===== src/rtl/mem_req_arbiter_if.sv =====
`default_nettype none
// ============================================================================
// Module   : mem_req_arbiter_if
// Brief    : Requester-side and memory-wrapper-side signal bundle for the
//            multi-channel memory request arbiter.
// Revision : 1.0 - initial release
// ============================================================================
interface mem_req_arbiter_if #(
  parameter int NUM_CH = 2,
  parameter int ADDR_W = 28,
  parameter int DATA_W = 64
);
  localparam int c_id_w = (NUM_CH > 1) ? $clog2(NUM_CH) : 1;

  logic [NUM_CH-1:0]        ch_req;
  logic [NUM_CH-1:0]        ch_we;
  logic [NUM_CH*ADDR_W-1:0] ch_addr;
  logic [NUM_CH*DATA_W-1:0] ch_wdata;
  logic [NUM_CH*2-1:0]      ch_width;
  logic [NUM_CH-1:0]        ch_ack;
  logic [NUM_CH-1:0]        ch_err;
  logic [DATA_W-1:0]        rdata;
  logic [c_id_w-1:0]        grant_id;
  logic                     busy;

  logic [ADDR_W-1:0]        mem_addr;
  logic [DATA_W-1:0]        mem_wdata;
  logic [1:0]               mem_width;
  logic                     mem_wstrobe;
  logic                     mem_rstrobe;
  logic [DATA_W-1:0]        mem_rdata;
  logic                     mem_ready;
  logic                     mem_complete;

  // The arbiter itself
  modport slave (
    input  ch_req, ch_we, ch_addr, ch_wdata, ch_width,
    input  mem_rdata, mem_ready, mem_complete,
    output ch_ack, ch_err, rdata, grant_id, busy,
    output mem_addr, mem_wdata, mem_width, mem_wstrobe, mem_rstrobe
  );

  // Requesters plus memory wrapper, seen from the outside
  modport master (
    output ch_req, ch_we, ch_addr, ch_wdata, ch_width,
    output mem_rdata, mem_ready, mem_complete,
    input  ch_ack, ch_err, rdata, grant_id, busy,
    input  mem_addr, mem_wdata, mem_width, mem_wstrobe, mem_rstrobe
  );
endinterface
`default_nettype wire


===== src/rtl/mem_req_arbiter.sv =====
`default_nettype none
// ============================================================================
// Module   : mem_req_arbiter
// Brief    : Round-robin front end issuing one memory strobe per granted
//            channel request, with completion timeout and per-channel ack/err.
// Revision : 1.0 - initial release
// ============================================================================
module mem_req_arbiter #(
  parameter int NUM_CH  = 2,
  parameter int ADDR_W  = 28,
  parameter int DATA_W  = 64,
  parameter int TIMEOUT = 4095
) (
  input  logic             clk_cpu,
  input  logic             rst_n,
  mem_req_arbiter_if.slave bus
);
  localparam int c_id_w  = (NUM_CH > 1) ? $clog2(NUM_CH) : 1;
  localparam int c_cnt_w = (TIMEOUT > 1) ? $clog2(TIMEOUT + 1) : 1;

  typedef enum logic [1:0] {
    S_IDLE  = 2'd0,
    S_ISSUE = 2'd1,
    S_WAIT  = 2'd2,
    S_RESP  = 2'd3
  } state_t;

  state_t              state_q, state_d;
  logic [c_id_w-1:0]   rr_q, rr_d;
  logic [c_id_w-1:0]   gnt_q, gnt_d;
  logic                busy_q, busy_d;
  logic                we_q, we_d;
  logic                ok_q, ok_d;
  logic                wstb_q, wstb_d;
  logic                rstb_q, rstb_d;
  logic [ADDR_W-1:0]   addr_q, addr_d;
  logic [DATA_W-1:0]   wdata_q, wdata_d;
  logic [1:0]          width_q, width_d;
  logic [DATA_W-1:0]   rdata_q, rdata_d;
  logic [c_cnt_w-1:0]  cnt_q, cnt_d;

  logic                w_found;
  logic [c_id_w-1:0]   w_pick;
  logic                w_we;
  logic [ADDR_W-1:0]   w_addr;
  logic [DATA_W-1:0]   w_wdata;
  logic [1:0]          w_width;
  logic [NUM_CH-1:0]   w_ack;
  logic [NUM_CH-1:0]   w_err;

  // Pass 0 covers channels above the pointer, pass 1 wraps around to it.
  always_comb begin
    w_found = 1'b0;
    w_pick  = '0;
    w_we    = 1'b0;
    w_addr  = '0;
    w_wdata = '0;
    w_width = '0;
    for (int p = 0; p < 2; p++) begin
      for (int i = 0; i < NUM_CH; i++) begin
        if (!w_found && bus.ch_req[i] &&
            ((p == 0) ? (i > int'(rr_q)) : (i <= int'(rr_q)))) begin
          w_found = 1'b1;
          w_pick  = c_id_w'(i);
          w_we    = bus.ch_we[i];
          w_addr  = bus.ch_addr[i*ADDR_W +: ADDR_W];
          w_wdata = bus.ch_wdata[i*DATA_W +: DATA_W];
          w_width = bus.ch_width[i*2 +: 2];
        end
      end
    end
  end

  always_comb begin
    state_d = state_q;
    rr_d    = rr_q;
    gnt_d   = gnt_q;
    busy_d  = busy_q;
    we_d    = we_q;
    ok_d    = ok_q;
    addr_d  = addr_q;
    wdata_d = wdata_q;
    width_d = width_q;
    rdata_d = rdata_q;
    cnt_d   = cnt_q;
    wstb_d  = 1'b0;
    rstb_d  = 1'b0;
    unique case (state_q)
      S_IDLE: begin
        if (w_found) begin
          gnt_d   = w_pick;
          rr_d    = w_pick;
          busy_d  = 1'b1;
          we_d    = w_we;
          addr_d  = w_addr;
          wdata_d = w_wdata;
          width_d = w_width;
          state_d = S_ISSUE;
        end
      end
      S_ISSUE: begin
        if (bus.mem_ready) begin
          wstb_d  = we_q;
          rstb_d  = !we_q;
          cnt_d   = '0;
          state_d = S_WAIT;
        end
      end
      S_WAIT: begin
        cnt_d = cnt_q + 1'b1;
        // Completion wins over a timeout landing on the same cycle.
        if (bus.mem_complete) begin
          if (!we_q) begin
            rdata_d = bus.mem_rdata;
          end
          ok_d    = 1'b1;
          state_d = S_RESP;
        end else if (cnt_q == c_cnt_w'(TIMEOUT)) begin
          ok_d    = 1'b0;
          state_d = S_RESP;
        end
      end
      S_RESP: begin
        busy_d  = 1'b0;
        state_d = S_IDLE;
      end
      default: state_d = S_IDLE;
    endcase
  end

  always_ff @(posedge clk_cpu or negedge rst_n) begin
    if (!rst_n) begin
      state_q <= S_IDLE;
      rr_q    <= c_id_w'(NUM_CH - 1);
      gnt_q   <= '0;
      busy_q  <= 1'b0;
      we_q    <= 1'b0;
      ok_q    <= 1'b0;
      addr_q  <= '0;
      wdata_q <= '0;
      width_q <= '0;
      rdata_q <= '0;
      cnt_q   <= '0;
      wstb_q  <= 1'b0;
      rstb_q  <= 1'b0;
    end else begin
      state_q <= state_d;
      rr_q    <= rr_d;
      gnt_q   <= gnt_d;
      busy_q  <= busy_d;
      we_q    <= we_d;
      ok_q    <= ok_d;
      addr_q  <= addr_d;
      wdata_q <= wdata_d;
      width_q <= width_d;
      rdata_q <= rdata_d;
      cnt_q   <= cnt_d;
      wstb_q  <= wstb_d;
      rstb_q  <= rstb_d;
    end
  end

  // Response pulses are decoded from flops only, so they are glitch-free.
  always_comb begin
    w_ack = '0;
    w_err = '0;
    for (int i = 0; i < NUM_CH; i++) begin
      w_ack[i] = (state_q == S_RESP) &&  ok_q && (gnt_q == c_id_w'(i));
      w_err[i] = (state_q == S_RESP) && !ok_q && (gnt_q == c_id_w'(i));
    end
  end

  assign bus.ch_ack      = w_ack;
  assign bus.ch_err      = w_err;
  assign bus.rdata       = rdata_q;
  assign bus.grant_id    = gnt_q;
  assign bus.busy        = busy_q;
  assign bus.mem_addr    = addr_q;
  assign bus.mem_wdata   = wdata_q;
  assign bus.mem_width   = width_q;
  assign bus.mem_wstrobe = wstb_q;
  assign bus.mem_rstrobe = rstb_q;

endmodule
`default_nettype wire


===== src/flat_wrapper.sv =====
// flat-port wrapper written by rule: the top's interface ports become plain ports
module mem_req_arbiter_flat 
#(
  parameter int NUM_CH  = 2,
  parameter int ADDR_W  = 28,
  parameter int DATA_W  = 64,
  parameter int TIMEOUT = 4095
)
  (clk_cpu, rst_n, bus_ch_req, bus_ch_we, bus_ch_addr, bus_ch_wdata, bus_ch_width, bus_mem_rdata, bus_mem_ready, bus_mem_complete, bus_ch_ack, bus_ch_err, bus_rdata, bus_grant_id, bus_busy, bus_mem_addr, bus_mem_wdata, bus_mem_width, bus_mem_wstrobe, bus_mem_rstrobe);
  mem_req_arbiter_if #(.NUM_CH(NUM_CH), .ADDR_W(ADDR_W), .DATA_W(DATA_W)) bus_i ();
  input  logic clk_cpu;
  input  logic rst_n;
  input wire logic [$bits(bus_i.ch_req)-1:0] bus_ch_req;
  input wire logic [$bits(bus_i.ch_we)-1:0] bus_ch_we;
  input wire logic [$bits(bus_i.ch_addr)-1:0] bus_ch_addr;
  input wire logic [$bits(bus_i.ch_wdata)-1:0] bus_ch_wdata;
  input wire logic [$bits(bus_i.ch_width)-1:0] bus_ch_width;
  input wire logic [$bits(bus_i.mem_rdata)-1:0] bus_mem_rdata;
  input wire logic [$bits(bus_i.mem_ready)-1:0] bus_mem_ready;
  input wire logic [$bits(bus_i.mem_complete)-1:0] bus_mem_complete;
  output wire logic [$bits(bus_i.ch_ack)-1:0] bus_ch_ack;
  output wire logic [$bits(bus_i.ch_err)-1:0] bus_ch_err;
  output wire logic [$bits(bus_i.rdata)-1:0] bus_rdata;
  output wire logic [$bits(bus_i.grant_id)-1:0] bus_grant_id;
  output wire logic [$bits(bus_i.busy)-1:0] bus_busy;
  output wire logic [$bits(bus_i.mem_addr)-1:0] bus_mem_addr;
  output wire logic [$bits(bus_i.mem_wdata)-1:0] bus_mem_wdata;
  output wire logic [$bits(bus_i.mem_width)-1:0] bus_mem_width;
  output wire logic [$bits(bus_i.mem_wstrobe)-1:0] bus_mem_wstrobe;
  output wire logic [$bits(bus_i.mem_rstrobe)-1:0] bus_mem_rstrobe;
  assign bus_i.ch_req = bus_ch_req;
  assign bus_i.ch_we = bus_ch_we;
  assign bus_i.ch_addr = bus_ch_addr;
  assign bus_i.ch_wdata = bus_ch_wdata;
  assign bus_i.ch_width = bus_ch_width;
  assign bus_i.mem_rdata = bus_mem_rdata;
  assign bus_i.mem_ready = bus_mem_ready;
  assign bus_i.mem_complete = bus_mem_complete;
  assign bus_ch_ack = bus_i.ch_ack;
  assign bus_ch_err = bus_i.ch_err;
  assign bus_rdata = bus_i.rdata;
  assign bus_grant_id = bus_i.grant_id;
  assign bus_busy = bus_i.busy;
  assign bus_mem_addr = bus_i.mem_addr;
  assign bus_mem_wdata = bus_i.mem_wdata;
  assign bus_mem_width = bus_i.mem_width;
  assign bus_mem_wstrobe = bus_i.mem_wstrobe;
  assign bus_mem_rstrobe = bus_i.mem_rstrobe;
  mem_req_arbiter #(.NUM_CH(NUM_CH), .ADDR_W(ADDR_W), .DATA_W(DATA_W), .TIMEOUT(TIMEOUT)) u_core (.clk_cpu(clk_cpu), .rst_n(rst_n), .bus(bus_i));
endmodule

===== config.mk =====
export PLATFORM = sky130hd
export DESIGN_NAME = mem_req_arbiter_flat
export DESIGN_NICKNAME = d
export VERILOG_FILES = /design/src/rtl/mem_req_arbiter_if.sv /design/src/rtl/mem_req_arbiter.sv /design/src/flat_wrapper.sv
export SDC_FILE = /design/constraint.sdc
export NUM_CORES = 1
export LEC_CHECK = 0
export CORE_AREA = 2 2 164 166
export DETAILED_ROUTE_END_ITERATION = 8
export DIE_AREA = 0 0 166 168
export PLACE_DENSITY = 0.63
export SYNTH_ARGS = -nofsm -noshare
export SYNTH_HDL_FRONTEND = slang
export SYNTH_SLANG_ARGS = --single-unit

===== constraint.sdc =====
create_clock -name clk_cpu -period 1.9 [get_ports clk_cpu]
set_input_delay 0.38 -clock clk_cpu [delete_from_list [all_inputs] [get_ports clk_cpu]]
set_output_delay 0.38 -clock clk_cpu [all_outputs]
set_load 0.01 [all_outputs]

==> results_tabular.tex <==
\begin{tabular}{lr}
\hline
Metric & Value \\
\hline
\multicolumn{2}{l}{\textbf{Outcome}} \\
Outcome & complete, but fails checks \\
Violations in the final reports & design-rule violations \\
\multicolumn{2}{l}{\textbf{Floorplanning}} \\
Initial Utilization & between 20\% and 30\% \\
Overall die height & 168 um \\
I/O pin count & 426 \\
Row count & 60 \\
Core ar. & approximately 26,000 um\^{}2 \\
Floorplan die area & 27,890 um\^{}2 \\
Overall die width & 166 um \\
\multicolumn{2}{l}{\textbf{Synthesis}} \\
Top area cells in the synthesized netlist & sky130\_fd\_sc\_hd\_\_dfrtp\_1, sky130\_fd\_sc\_hd\_\_a222oi\_1, sky130\_fd\_sc\_hd\_\_mux2\_2 \\
Mapped Cells & 564 \\
Post-synthesis sequential area ratio & 61.31\% \\
Most frequently used flop master after synthesis & sky130\_fd\_sc\_hd\_\_dfrtp\_1 \\
Number of synthesized flops with an enable pin & 0 \\
Area share of the largest cell type after synthesis & 60.95\% \\
Post-synth net total & 830 \\
Count of yosys warnings during synthesis & 0 \\
Post-synthesis cell area & 7308 um\^{}2 \\
FF+latch count, synth & 179 \\
Share of flip-flops with an asynchronous set or reset & 100.0\% \\
Leading post-synthesis cells by instance count & sky130\_fd\_sc\_hd\_\_dfrtp\_1, sky130\_fd\_sc\_hd\_\_inv\_1, sky130\_fd\_sc\_hd\_\_a222oi\_1 \\
Leading area contributor after synthesis & sky130\_fd\_sc\_hd\_\_dfrtp\_1 \\
Distinct cell type count of the synthesized netlist & 40 \\
Leading cell type by number of instances after synthesis & sky130\_fd\_sc\_hd\_\_dfrtp\_1 \\
Synthesized area divided by synthesized cell count & 12.96 um\^{}2 \\
\multicolumn{2}{l}{\textbf{Placement}} \\
Placed wire-length estimate after detailed placement & 19,680 um \\
Number of buffers added on ports & 425 \\
Global placement routability congestion & $\sim$0.81 \\
Placement Cell Area & 12,270 um\^{}2 \\
Post-placement setup slack & -93.99 ps \\
\multicolumn{2}{l}{\textbf{Route}} \\
WL/cell & 19.47 um \\
Count of vias placed by the detailed router & approximately 6,600 \\
Post-detailed-route DRC marker count & 5 \\
Post-DRT Antenna Nets & 0 \\
Pre-antenna DRT Iters & 9 \\
Routed WL & between 20,000 and 30,000 um \\
Post-detailed-route via-to-cell ratio & 4.816 \\
First-iteration detailed-routing DRC count & 701 \\
\multicolumn{2}{l}{\textbf{Clock network}} \\
\# clock sinks & 179 \\
Cts bufs inserted & 17 \\
Clock transition at the registers of the reported paths & 70 ps \\
Cell chosen for the clock root & sky130\_fd\_sc\_hd\_\_clkbuf\_16 \\
H-tree depth & 4 \\
Max clock buf depth & 2 \\
Clk Latency, worst-skew pair & 430 ps \\
CTS tree & built \\
\multicolumn{2}{l}{\textbf{Critical path}} \\
Worst r2r src & u\_core.state\_q[0] \\
Startpoint types & register \\
Worst setup path class & reg2reg \\
Maximum fanout along the worst path & 23 \\
Worst Reg2Reg Path Length in Cells & 9 \\
Data required time of the worst path & 2200 ps \\
Arrival @ worst endpoint & 2180 ps \\
Register-to-Register Setup Slack & 20 ps \\
Endpoint of the worst register-to-register path & u\_core.bus.mem\_addr[7] \\
Worst Setup End Kind & register \\
\multicolumn{2}{l}{\textbf{STA}} \\
Post-route clock period utilization & 98.80\% \\
Upper clock frequency limit & between 500 and 600 MHz \\
Setup Skew & about 12 ps \\
RSZ-0062 raised after global routing & yes \\
Number of slew-limit violations in the final report & 0 \\
Slew margin rel. & 73.67\% \\
Least-Margin Pin Slew & 394.9 ps \\
Worst hold margin & roughly 420 ps \\
Number of endpoints with negative hold slack in the final report & 0 \\
Finish-stage setup viols & 0 \\
Minimum setup slack in the final design & 22.85 ps \\
Clock period minus final worst setup slack & 1877 ps \\
\multicolumn{2}{l}{\textbf{Global routing}} \\
First-pass GRT wire length & 39,700 um \\
Number of global-route vias before repair & 6,912 \\
GRT Util Overall & a little under a fifth \\
Largest net degree at the start of global routing & 70 \\
Total global routing overflow & 0 \\
Number of antenna violations at the first check in global routing & 0 \\
\multicolumn{2}{l}{\textbf{Finish}} \\
Number of nets in the finished design & between 1,000 and 1,500 \\
Final instance area & 13,010 um\^{}2 \\
Share of layout cells above drive strength 1 & 15.80\% \\
Number of fill cells & 2,362 \\
Antenna diode count & 0 \\
Synth-to-Final Area Change & 77.98\% \\
\multicolumn{2}{l}{\textbf{Power and ir drop}} \\
Worst VDD drop & 672.2 uV \\
Power per unit of standard cell area & 1520 nW/um\^{}2 \\
Leakage & just under 6 nW \\
\multicolumn{2}{l}{\textbf{Min path}} \\
Path category of the worst min-delay check & in2async \\
\multicolumn{2}{l}{\textbf{Job}} \\
Max-cap violation count & 0 \\
\hline
\end{tabular}
[final cells by class]
type	count	area [um^2]	share of cell area, %
repair buffers	469	4791	36.83
flip-flops and latches	179	4481	34.45
multi-input cells	244	2351	18.07
clock buffers	18	439.2	3.376
well taps	341	426.7	3.280
inverters	101	379.1	2.915
clock inverters	14	140.1	1.077
[flip-flops by register name, indices dropped and copies added (netlist names)]
| name | flops |
|---|---|
| u_core.we_q | 1 |
| u_core.bus.mem_width | 2 |
| u_core.bus.mem_rstrobe | 1 |
| u_core.bus.mem_wdata | 64 |
| u_core.state_q | 2 |
| u_core.bus.busy | 1 |
| u_core.bus.rdata | 64 |
| u_core.ok_q | 1 |
| u_core.cnt_q | 12 |
| u_core.rr_q | 1 |
| u_core.bus.mem_addr | 28 |
| u_core.bus.grant_id | 1 |
| u_core.bus.mem_wstrobe | 1 |
[where the power goes]
group | internal [mW] | switching [mW] | leakage [nW]
clock | 1.78 | 1.71 | 0.283
sequential | 5.61 | 1.05 | 2.20
combinational | 5.65 | 3.97 | 3.30
[worst max-delay path, cell delays in order (launching register included)]
cell and delay [ps]:
sky130_fd_sc_hd__dfrtp_1 360, sky130_fd_sc_hd__buf_4 130, sky130_fd_sc_hd__inv_1 110, sky130_fd_sc_hd__ha_4 210, sky130_fd_sc_hd__nand2_1 120, sky130_fd_sc_hd__a21oi_4 50
sky130_fd_sc_hd__buf_12 140, sky130_fd_sc_hd__clkbuf_16 190, sky130_fd_sc_hd__a222oi_1 350, sky130_fd_sc_hd__inv_1 70
[per-layer routing]
layer  part of all wire [%]  up-vias  global-route usage [%]  wire length (um)
met1                     39     3235                   21.81             10470
li1                       -     2997                       -                 -
met3                    7.1       30                   5.266              1898
met5                      0        -                       0                 0
met2                     52      316                   32.35             13750
met4                    1.8        0                   4.953               472
[cells by family after synthesis]
family,count (synthesis),share of synthesized area [%]
multiplexers,70,10.72
AO/OA/AOI/OAI,114,14.93
buffers and inverters,141,7.773
flip-flops,179,61.31
XOR/XNOR,4,0.4793
AND/OR/NAND/NOR,50,3.767
adder cells (fa/ha/maj),6,1.027
[cell usage in the layout, fill, tap and decap left out, types with 5 or more instances in the layout]
master                            synthesis  layout
sky130_fd_sc_hd__mux2_2                  66      66
sky130_fd_sc_hd__buf_12                   0      16
sky130_fd_sc_hd__dfrtp_1                178     178
sky130_fd_sc_hd__nor2_1                  13      13
sky130_fd_sc_hd__a222oi_1                95      95
sky130_fd_sc_hd__nand2_1                 14      14
sky130_fd_sc_hd__inv_1                  101     101
sky130_fd_sc_hd__o21ai_0                  5       5
sky130_fd_sc_hd__buf_4                    2      26
sky130_fd_sc_hd__clkdlybuf4s50_1          0     420
sky130_fd_sc_hd__clkbuf_16                0      18
[metrics by stage]
stage,utilization [%],std cells,TNS [ps],power (mW)
global route,49.36,1366,-3677,20.94
CTS,48.92,1359,-15.22,19.78
detailed placement,46.55,1324,-3242,16.11
global placement,46.55,1324,-326.0,15.96
floorplan,-,564,0,10.60
finish,49.36,1366,0,19.77
[what timing repair did]
item | CTS | global route
hold endpoints to repair | 32 | 0
gates cloned | 0 | 1
hold buffers | 1 | 0
buffers inserted | 2 | 6
endpoints found under the setup margin | 6 | 162
gates resized for setup | 12 | 13
pin swaps | 0 | 57
[how the worst max path moves through the flow]
stage / start / end
floorplan: u_core.state_q[0] / u_core.bus.rdata[0]
global placement: bus_ch_req[0] / u_core.bus.mem_wdata[46]
detailed placement: bus_ch_req[0] / u_core.bus.mem_wdata[15]
CTS: u_core.state_q[1] / u_core.cnt_q[10]
global route: u_core.state_q[0] / u_core.bus.mem_wdata[57]
finish: u_core.state_q[0] / u_core.bus.mem_addr[7]
No activity file was read; power rests on OpenSTA's default activity.
